$ cat src/rtl/fpu_issue.sv
// fpu_issue: issue stage wrapped around a fixed-latency FPU.
//
// The block queues commands in a command FIFO and issues them to the FPU
// operand registers one per cycle. It follows each issued operation through a
// LATENCY-deep valid/opcode pipe and captures the FPU result into a result
// FIFO on the edge where the tracked entry leaves the pipe. Issue is gated by
// a credit count of in-flight plus buffered results, so a capture can never
// overflow the result FIFO.
//
// Ports
//   clk, rst_n                     clock, asynchronous active-low reset
//   in_valid/in_ready              command handshake
//   in_a, in_b, in_op              command payload
//   fpu_a, fpu_b, fpu_opcode       registered operands to the FPU
//   fpu_outp                       FPU result, LATENCY edges after issue
//   res_valid/res_ready            result handshake
//   res_data, res_op               head result and the opcode that produced it
//   busy                           work queued, in flight, or pending
module fpu_issue #(
  parameter int DEPTH   = 4,
  parameter int LATENCY = 2
) (
  input  logic        clk,
  input  logic        rst_n,
  input  logic        in_valid,
  output logic        in_ready,
  input  logic [31:0] in_a,
  input  logic [31:0] in_b,
  input  logic [1:0]  in_op,
  output logic [31:0] fpu_a,
  output logic [31:0] fpu_b,
  output logic [1:0]  fpu_opcode,
  input  logic [31:0] fpu_outp,
  output logic        res_valid,
  input  logic        res_ready,
  output logic [31:0] res_data,
  output logic [1:0]  res_op,
  output logic        busy
);
  localparam int AW = (DEPTH > 1) ? $clog2(DEPTH) : 1;
  localparam int CW = AW + 1;
  localparam logic [CW-1:0] FULL = CW'(DEPTH);

  // Command FIFO storage, entry = {op, a, b}
  logic [65:0]        cmd_mem [DEPTH];
  logic [AW-1:0]      cmd_wr_q, cmd_wr_d, cmd_rd_q, cmd_rd_d;
  logic [CW-1:0]      cmd_cnt_q, cmd_cnt_d;

  // Result FIFO storage, entry = {op, result}
  logic [33:0]        res_mem [DEPTH];
  logic [AW-1:0]      res_wr_q, res_wr_d, res_rd_q, res_rd_d;
  logic [CW-1:0]      res_cnt_q, res_cnt_d;

  // Credits in use: in-flight operations plus buffered results.
  logic [CW-1:0]      out_cnt_q, out_cnt_d;

  logic [LATENCY-1:0]      trk_vld_q, trk_vld_d;
  logic [LATENCY-1:0][1:0] trk_op_q, trk_op_d;

  logic [31:0]        fpu_a_q, fpu_a_d, fpu_b_q, fpu_b_d;
  logic [1:0]         fpu_op_q, fpu_op_d;

  // Held low through reset so in_ready stays low until the first edge after release.
  logic               run_q;

  logic               push, issue, capture, pop;
  logic [65:0]        cmd_head;
  logic [33:0]        res_head;

  assign cmd_head  = cmd_mem[cmd_rd_q];
  assign res_head  = res_mem[res_rd_q];

  assign in_ready  = run_q && (cmd_cnt_q < FULL);
  assign push      = in_valid && in_ready;
  // Registered counts only: a pop this cycle frees its credit next cycle.
  assign issue     = (cmd_cnt_q != '0) && (out_cnt_q < FULL);
  assign capture   = trk_vld_q[LATENCY-1];
  assign res_valid = (res_cnt_q != '0);
  assign pop       = res_valid && res_ready;

  assign fpu_a      = fpu_a_q;
  assign fpu_b      = fpu_b_q;
  assign fpu_opcode = fpu_op_q;
  assign res_data   = res_valid ? res_head[31:0]  : 32'd0;
  assign res_op     = res_valid ? res_head[33:32] : 2'd0;
  assign busy       = (cmd_cnt_q != '0) || (out_cnt_q != '0);

  // Tracking pipe: stage 0 takes the issue, the last stage marks the capture edge.
  assign trk_vld_d[0] = issue;
  assign trk_op_d[0]  = cmd_head[65:64];
  for (genvar gi = 1; gi < LATENCY; gi++) begin : g_trk
    assign trk_vld_d[gi] = trk_vld_q[gi-1];
    assign trk_op_d[gi]  = trk_op_q[gi-1];
  end

  always_comb begin
    cmd_wr_d  = cmd_wr_q;
    cmd_rd_d  = cmd_rd_q;
    res_wr_d  = res_wr_q;
    res_rd_d  = res_rd_q;
    fpu_a_d   = fpu_a_q;
    fpu_b_d   = fpu_b_q;
    fpu_op_d  = fpu_op_q;
    if (push)    cmd_wr_d = cmd_wr_q + 1'b1;
    if (issue) begin
      cmd_rd_d = cmd_rd_q + 1'b1;
      fpu_op_d = cmd_head[65:64];
      fpu_a_d  = cmd_head[63:32];
      fpu_b_d  = cmd_head[31:0];
    end
    if (capture) res_wr_d = res_wr_q + 1'b1;
    if (pop)     res_rd_d = res_rd_q + 1'b1;
    cmd_cnt_d = cmd_cnt_q + {{(CW-1){1'b0}}, push}    - {{(CW-1){1'b0}}, issue};
    res_cnt_d = res_cnt_q + {{(CW-1){1'b0}}, capture} - {{(CW-1){1'b0}}, pop};
    out_cnt_d = out_cnt_q + {{(CW-1){1'b0}}, issue}   - {{(CW-1){1'b0}}, pop};
  end

  always_ff @(posedge clk or negedge rst_n) begin
    if (!rst_n) begin
      run_q     <= 1'b0;
      cmd_wr_q  <= '0;
      cmd_rd_q  <= '0;
      cmd_cnt_q <= '0;
      res_wr_q  <= '0;
      res_rd_q  <= '0;
      res_cnt_q <= '0;
      out_cnt_q <= '0;
      trk_vld_q <= '0;
      trk_op_q  <= '0;
      fpu_a_q   <= '0;
      fpu_b_q   <= '0;
      fpu_op_q  <= '0;
    end else begin
      run_q     <= 1'b1;
      cmd_wr_q  <= cmd_wr_d;
      cmd_rd_q  <= cmd_rd_d;
      cmd_cnt_q <= cmd_cnt_d;
      res_wr_q  <= res_wr_d;
      res_rd_q  <= res_rd_d;
      res_cnt_q <= res_cnt_d;
      out_cnt_q <= out_cnt_d;
      trk_vld_q <= trk_vld_d;
      trk_op_q  <= trk_op_d;
      fpu_a_q   <= fpu_a_d;
      fpu_b_q   <= fpu_b_d;
      fpu_op_q  <= fpu_op_d;
    end
  end

  // Storage arrays carry no reset; occupancy is defined by the counts above.
  always_ff @(posedge clk) begin
    if (push)    cmd_mem[cmd_wr_q] <= {in_op, in_a, in_b};
    if (capture) res_mem[res_wr_q] <= {trk_op_q[LATENCY-1], fpu_outp};
  end

  // The credit rule guarantees room for every capture.
  always_ff @(posedge clk) begin
    if (rst_n && capture) assert (res_cnt_q != FULL);
  end
endmodule

$ cat config.mk
export PLATFORM = sky130hd
export DESIGN_NAME = fpu_issue
export DESIGN_NICKNAME = d
export VERILOG_FILES = /design/src/rtl/fpu_issue.sv
export SDC_FILE = /design/constraint.sdc
export NUM_CORES = 1
export LEC_CHECK = 0
export CORE_MARGIN = 2
export CORE_UTILIZATION = 60
export DETAILED_ROUTE_END_ITERATION = 16
export PLACE_DENSITY_LB_ADDON = 0.08
export SYNTH_ARGS = -nofsm -noshare
export SYNTH_HDL_FRONTEND = slang
export SYNTH_SLANG_ARGS = --single-unit
export TNS_END_PERCENT = 30
$ cat constraint.sdc
create_clock -name clk -period 5.1 [get_ports clk]
set_input_delay 1.275 -clock clk [delete_from_list [all_inputs] [get_ports clk]]
set_output_delay 1.275 -clock clk [all_outputs]
set_load 0.005 [all_outputs]
Yosys cells after proc, flatten, opt, wreduce, memory -nomap -nowiden. Memory sizes are Yosys's and may differ from the RTL's. Index checks and enable logic that the tools add are counted.

Logic and storage cells: 42. Bits in writable memories: 400. Memory bits (read-only): 0. Memories kept: 2. Output and inout port bits: 103. Register bits after elaboration: 90. Input bits: 102. Latch bits: 0.

Memories: cmd_mem (words 4, width 66, rd ports 1, clocked after Yosys merged registers in 0, write ports 1, RTL line 45) `logic [65:0] cmd_mem [DEPTH];`; res_mem (words 4, width 34, rd ports 1, clocked after Yosys merged registers in 0, write ports 1, RTL line 50) `logic [33:0] res_mem [DEPTH];`.

Multiplexer cells: 6. Order comparisons: 2. Bitwise gates (word level): 0. Div/mod/pow operators: 0. $add $sub $neg: 10. Shift operators: 0. Multipliers: 0. Equality and inequality tests: 0. Reduce and logical (&&, ||, !) cells: 8.

Operators with widths (number): $mux W32 (1); $add A3 B1 Y3 (3); $reduce_bool A3 Y1 (3); $sub A3 B1 Y3 (3); $add A2 B1 Y2 const B (4); $lt A3 B3 Y1 const B (2); $logic_and A1 B1 Y1 (4); $mux W1 (4); $mux W2 (1); $logic_or A1 B1 Y1 (1).

Depth between registers and ports, before layout. Gate-level depths: netlist of the first run.

Depth after elaboration: 5. Gate-level depth with buffers: 10. Gate-level depth less buffers: 10.

Least setup slack after synthesis of the first run. No wires, ideal clock.

Path kind: in2reg. From: in in_valid. To: mem cmd_mem[0][0], enable pin. Slack: 1.804 ns. Data arrival time: 2.865 ns. Buffers on the path: 0. Stages on the path: 1. Data required time: 4.668 ns. Cell sequence: and3_1.

Cells in the longest elaborated chain, start to end: 3.

Ends and longest elaborated chain: start: declaration (RTL line 25) `input logic in_valid,`; $logic_and A1 B1 Y1 (RTL line 74) `assign push = in_valid && in_ready;`; $mux W1 (RTL line 152) `if (push) cmd_mem[cmd_wr_q] <= {in_op, in_a, in_b};`; $mux W1 (implied by the code) (RTL line 152); end: declaration (RTL line 45).

Every way passes these cells.

Worst setup path in the final report of the first run.
From: reg res_rd_q[0]. To: out res_data[31].

Cells in the longest elaborated chain, start to end: 2.

Ends and longest elaborated chain: start: declaration (RTL line 51) `logic [AW-1:0] res_wr_q, res_wr_d, res_rd_q, res_rd_d;`; start signal: assignment (RTL line 139) `res_rd_q <= res_rd_d;`; $mem_v2 Z4 W34; $mux W32 (RTL line 84) `assign res_data = res_valid ? res_head[31:0] : 32'd0;`; end: declaration (RTL line 36) `output logic [31:0] res_data,`.

Every way passes these cells.

==> qor.yml, run 1 <==
finalMaxSlewViolations: 0
synthFlopType: "edfxtp_1"
multi_input_area_um2: 3770
outcome: "finished clean"
peakVddDrop_v: 0.000609
synth_area_um2: 18300
end_kind: "primary output"
antenna_found_initial: 0
finalCritPeriodShare: 0.789
cp_max_fo: 17
diodes: 0
grt_pass1_wl_um: 50600
clock-root-buffer: "clkbuf_16"
critPathBufInv: 2
setup_viol: 0
max_slew_margin: 0.301
cts.sink_count: 490
synth_area_leaders: "edfxtp_1 (66%), dfrtp_1 (12%), mux4_2 (12%)"
dp_hpwl_um: 19400
die_area_um2: 31800
p_leak_nw: 7.66
ys_types: 28
vias_per_cell: 5.68
cts_resized: 0
clk_latency_ps: 540
cpPeakStageDelay_ps: 710
ff_latch_area_um2: 14300
syn_inst: 788
critPathRequiredTime_ps: 3830
overflow: 0
ys_seq_elements: 490
worst_setup_path_start_kind: "flip-flop"
fillers: 1672
drc: 0
rows: 63
synth_area_leader_cell: "edfxtp_1"
dpl.cell_count: 1369
drtAntennaViolNets: 0
hp-class: "flip-flop to flip-flop"
hold_path_depth: 0
slowest_stage: "dfrtp_2"
path_delay_family: "buffers and inverters"
rsz0062_at_grt: "no"
crit_cells: 4
crit_chain: "buf_4, mux4_2, and2_1, clkdlybuf4s50_1"
core-area_um2: 29800
synth_top_area_frac: 0.658
drive_gt1_frac: 0.250
drv_cap: 0
synthTopCellsByCount: "edfxtp_1 (400), mux4_2 (100), dfrtp_1 (90)"
path_class: "flip-flop to primary output"
io_buffer_count: 204
yosys_warnings: 0
stdcell_count: 1457
die-width_um: 178
hold_viol: 0
h-tree-depth: 2
r2r_cells: 10
p_per_area_nw_per_um2: 588
async_reset_ff_frac: 0.184
routed_wl_um: 33000
synthesis.nets: 905
layout.nets: 1146
cts_tree: "yes"
yosysSeqAreaShare: 0.781
cts_buffers: 48
final.min_clock_period_ps: 4020
fmax_mhz: 248
gp_congestion: 0.666
clkSlewWorstSetupHoldPaths_ps: 60
syn_to_final_growth_pct: 22.4
start_util: 0.613
synth_edf_count: 400
worst_pin_slew_ps: 1050
synth_most_common_cell: "edfxtp_1"
wl_per_cell_um: 22.7
power_mw: 13.1
grt_usage: 0.214
skew_ps: 11.5
first_pass_iters: 4
arrival_ps: 2750
hold_buffers: 0
post-cts-setup-buffers: 0
dr_total_vias: 8277
grt_pass1_vias: 8835
fp.dieH_um: 178
timing.setup.tns_ps: 0
io_pins: 205
drt-initial-drc-count: 596
grt_max_degree: 68
cts_buffer_depth: 3
avgSynthCellArea_um2: 23.2
cells by family after synthesis:
group	after synthesis	share of synthesized area
AOI/OAI and AO/OA	1	0.000274
xor gates and xnor gates	14	0.00672
adders and majority gates	15	0.0115
buffers and inverters	45	0.0136
DFF	490	0.781
muxes	167	0.168
other	1	0.000205
and+or+nand+nor	55	0.0182
state kept, by name, summed over array words and instances (netlist names):
register / cells
cmd_mem: 264
res_mem: 136
fpu_a: 32
fpu_b: 32
cmd_cnt_q: 3
out_cnt_q: 3
res_cnt_q: 3
cmd_rd_q: 2
cmd_wr_q: 2
fpu_opcode: 2
res_rd_q: 2
res_wr_q: 2
trk_op_d: 2
trk_op_q: 2
trk_vld_q: 2
run_q: 1
through the flow:
step | worst slack (ps) | util | instance area [µm²] | hold slack (ps)
6_report | 1080 | 0.750 | 22300 | 349
5_1_grt | 894 | 0.750 | 22300 | 361
2_1_floorplan | 1800 | - | 18300 | 331
4_1_cts | 982 | 0.750 | 22300 | 351
3_3_place_gp | 1590 | 0.698 | 20800 | 332
3_5_place_dp | 1560 | 0.698 | 20800 | 337
where the power goes:
| group | switching [mW] | internal (mW) |
|---|---|---|
| Clock | 1.40 | 2.08 |
| Sequential | 0.573 | 5.21 |
| Combinational | 1.43 | 2.47 |
| Total | 3.40 | 9.75 |
layout by cell type (no fill, tap or decap), types with 2 or more instances in the layout:
master,netlist,final
edfxtp_1,400,400
clkinv_2,0,9
dfrtp_4,0,2
clkbuf_1,13,12
clkinvlp_4,0,2
or2_2,2,2
nor3_1,2,2
ha_1,12,12
nand2_1,3,3
bufinv_16,0,6
mux4_2,100,100
xnor2_1,10,10
mux2_2,49,49
dfrtp_1,90,87
inv_1,10,10
clkinv_1,0,9
xor2_1,4,4
mux2_4,18,18
fa_1,3,3
clkdlybuf4s50_1,0,203
buf_4,2,22
clkbuf_16,0,49
and2_1,39,39
and3_4,0,4
worst paths after layout:
path	slack, ps	end	startpoint
min	350	trk_vld_q[1]	trk_vld_q[0]
max reg2reg	2340	cmd_cnt_q[2]	cmd_cnt_q[1]
max in group asynchronous	3370	cmd_rd_q[1]	rst_n
min in group asynchronous	800	fpu_b[21]	rst_n
max	1080	res_data[31]	res_rd_q[0]
min reg2reg	350	trk_vld_q[1]	trk_vld_q[0]
final cells by class:
cell class,count,share of cell area
timing repair buffer,226,0.0992
sequential,490,0.639
multi-input combinational,253,0.169
clock buffer,62,0.0575
inverter,10,0.00168
tap,390,0.0218
clock inverter,26,0.0123
per-layer routing:
layer / part of all wire / vias to the layer above / global-route usage
li1: - / 3662 / -
met1: 0.40 / 4331 / 0.280
met2: 0.52 / 236 / 0.369
met3: 0.069 / 48 / 0.0520
met4: 0.017 / 0 / 0.0491
met5: 0 / - / 0
Power figures use the tool's default switching activity.
==> run 2, diff against run 1 <==
--- a/config.mk
+++ b/config.mk
@@ -6,7 +6,7 @@
 export NUM_CORES = 1
 export LEC_CHECK = 0
 export CORE_MARGIN = 2
-export CORE_UTILIZATION = 60
+export CORE_UTILIZATION = 56
 export DETAILED_ROUTE_END_ITERATION = 16
 export PLACE_DENSITY_LB_ADDON = 0.08
 export SYNTH_ARGS = -nofsm -noshare
==> constraint.sdc (replaced) <==
create_clock -name clk -period 4.18 [get_ports clk]
set_input_delay 1.045 -clock clk [delete_from_list [all_inputs] [get_ports clk]]
set_output_delay 1.045 -clock clk [all_outputs]
set_load 0.005 [all_outputs]
==> qor.yml, run 2 (synthesis gave the netlist of run 1 again) <==
finalMaxSlewViolations: 0  # unchanged
finalCritPeriodShare: 0.900
p_seq_frac: 0.435  # -0.005
drive_gt1_frac: 0.251  # +0.000467
post-cts-setup-buffers: 0  # unchanged
combPwrFrac: 0.301  # +0.005
clock-root-buffer: "clkbuf_16"
io_buffer_count: 204  # unchanged
max_slew_margin: 0.412  # +0.110
slowest_stage: "dfrtp_2"
grt_pass1_vias: 8838  # +0.034%
power_mw: 16.1  # +22%
drt-initial-drc-count: 453  # -24%
rsz0062_at_grt: "no"
vias_per_cell: 5.44  # -4.3%
h-tree-depth: 2  # unchanged
grt_max_degree: 59  # -13%
p_switching_mw: 4.19  # +23%
p_int_mw: 11.9  # +22%
routed_wl_um: 33000  # -0.16%
path_delay_family: "flip-flops"
rows: 66  # +4.8%
wl_per_cell_um: 21.8  # -3.9%
dr_total_vias: 8228  # -0.59%
die-width_um: 185  # +3.4%
switching_share: 0.260  # +0.00153
timing.setup.tns_ps: 0  # unchanged
drtAntennaViolNets: 0  # unchanged
clkSlewWorstSetupHoldPaths_ps: 60  # about the same
drc: 0  # unchanged
hold_viol: 0  # unchanged
io_pins: 205  # unchanged
end_kind: "primary output"
gp_congestion: 0.676  # +1.5%
cts_buffers: 48  # unchanged
fillers: 2004  # +20%
overflow: 0  # unchanged
die_area_um2: 34100  # +7.0%
cts_resized: 0  # unchanged
arrival_ps: 2720  # -30 ps
largest_registers: "cmd_mem: 264 flops, res_mem: 136 flops"
grt_usage: 0.199  # -0.0150
clk_latency_ps: 550  # about the same
critPathBufInv: 2  # unchanged
top_register: "cmd_mem"
antenna_found_initial: 2  # +2
first_pass_iters: 4  # unchanged
hp-class: "flip-flop to flip-flop"
p_leak_nw: 7.69  # +0.37%
peakVddDrop_v: 0.000495  # -19%
syn_to_final_growth_pct: 23.3
worst_pin_slew_ps: 882  # -165 ps
hold_buffers: 0  # unchanged
drv_cap: 0  # unchanged
core-area_um2: 32300  # +8.4%
crit_chain: "buf_4, mux4_2, and2_1, clkdlybuf4s50_1"
final_cell_mix: "edfxtp_1 (400), clkdlybuf4s50_1 (203), mux4_2 (100)"
cp_max_fo: 18  # +1
start_util: 0.565  # -0.0473
fp.dieH_um: 185  # +3.4%
cts_tree: "yes"
layout.nets: 1146  # unchanged
largest_reg_flops: 264  # unchanged
worst_setup_path_start_kind: "flip-flop"
cts_buffer_depth: 3  # unchanged
outcome: "finished clean"
p_per_area_nw_per_um2: 715  # +22%
final.min_clock_period_ps: 3760
grt_pass1_wl_um: 50600  # +0.12%
dp_hpwl_um: 19800  # +1.7%
setup_viol: 0  # unchanged
fmax_mhz: 266
path_class: "flip-flop to primary output"
layout_commonest_cell: "edfxtp_1"
cpPeakStageDelay_ps: 750  # +40 ps
critPathRequiredTime_ps: 3130  # -700 ps
p_clk_frac: 0.264  # about the same
cts.sink_count: 490  # unchanged
skew_ps: 20.2  # +8.71 ps
## run 2: cell types whose count changed in the layout (fill, tap and decap cells not counted), sizes merged
cell,delta
clkbuf,+4
diode,+2
bufinv,-1
clkinvlp,-1
## run 2: power groups by stage
stage / clock (mW) / sequential [mW] / combinational (mW)
after floorplan: 0 / 6.76 / 3.11
after global placement: 0 / 7.09 / 4.85
after detailed placement: 0 / 7.12 / 4.92
after CTS: 4.34 / 7.04 / 4.95
after global routing: 4.53 / 7.14 / 5.25
final: 4.26 / 7.01 / 4.84
## run 2: worst reg2reg max path, cell delays in order, from the launching register on
cell and delay, ps:
dfrtp_1 420, nor3_1 500, nor2_4 230, ha_1 330, inv_1 50, ha_1 130
inv_1 50, fa_1 370, xnor2_1 140, xnor2_1 120
## run 2: per-layer routing
layer | global-route usage | part of all wire | up-vias
met1 | 0.251 | 0.40 | 4309
met2 | 0.346 | 0.51 | 199
met3 | 0.0524 | 0.064 | 58
met4 | 0.0528 | 0.021 | 0
met5 | 0 | 0 | -
li1 | - | - | 3662
## run 2: area by class of cell
cell class,instances,area [µm²],area share
clock inverters,24,254,0.0113
clock buffers,66,1320,0.0587
inverters,10,37.5,0.00167
flip-flops and latches,490,14300,0.634
repair buffers,226,2290,0.102
well taps,442,553,0.0246
multi-input cells,253,3770,0.168
diodes,2,5.00,0.000222
## run 2: final timing paths
check / startpoint / to / slack (ps) / cells after the start
min: trk_vld_q[0] / trk_vld_q[1] / 350 / 0
min in group asynchronous: rst_n / fpu_a[25] / 620 / 1
max: res_rd_q[0] / res_op[0] / 420 / 4
max reg2reg: cmd_cnt_q[1] / cmd_cnt_q[2] / 1720 / 9
min reg2reg: trk_vld_q[0] / trk_vld_q[1] / 350 / 0
max in group asynchronous: rst_n / cmd_rd_q[0] / 2830 / 2
## run 2: through the flow
stage	worst slack [ps]	cell area (µm²)	instances	utilization	hold slack, ps
after global placement	955	20900	1421	0.648	332
after detailed placement	922	20900	1421	0.648	339
after CTS	343	22500	1511	0.697	352
final	419	22500	1513	0.697	350
after floorplan	1110	18300	788	-	331
after global routing	267	22500	1512	0.697	364
==> run 3, diff against run 2 <==
--- a/config.mk
+++ b/config.mk
@@ -9,6 +9,7 @@
 export CORE_UTILIZATION = 56
 export DETAILED_ROUTE_END_ITERATION = 16
 export PLACE_DENSITY_LB_ADDON = 0.08
+export SETUP_SLACK_MARGIN = 0.15
 export SYNTH_ARGS = -nofsm -noshare
 export SYNTH_HDL_FRONTEND = slang
 export SYNTH_SLANG_ARGS = --single-unit
==> results of run 3 <==
Same layout as run 2: the final DEF is identical, and so are final timing and power.
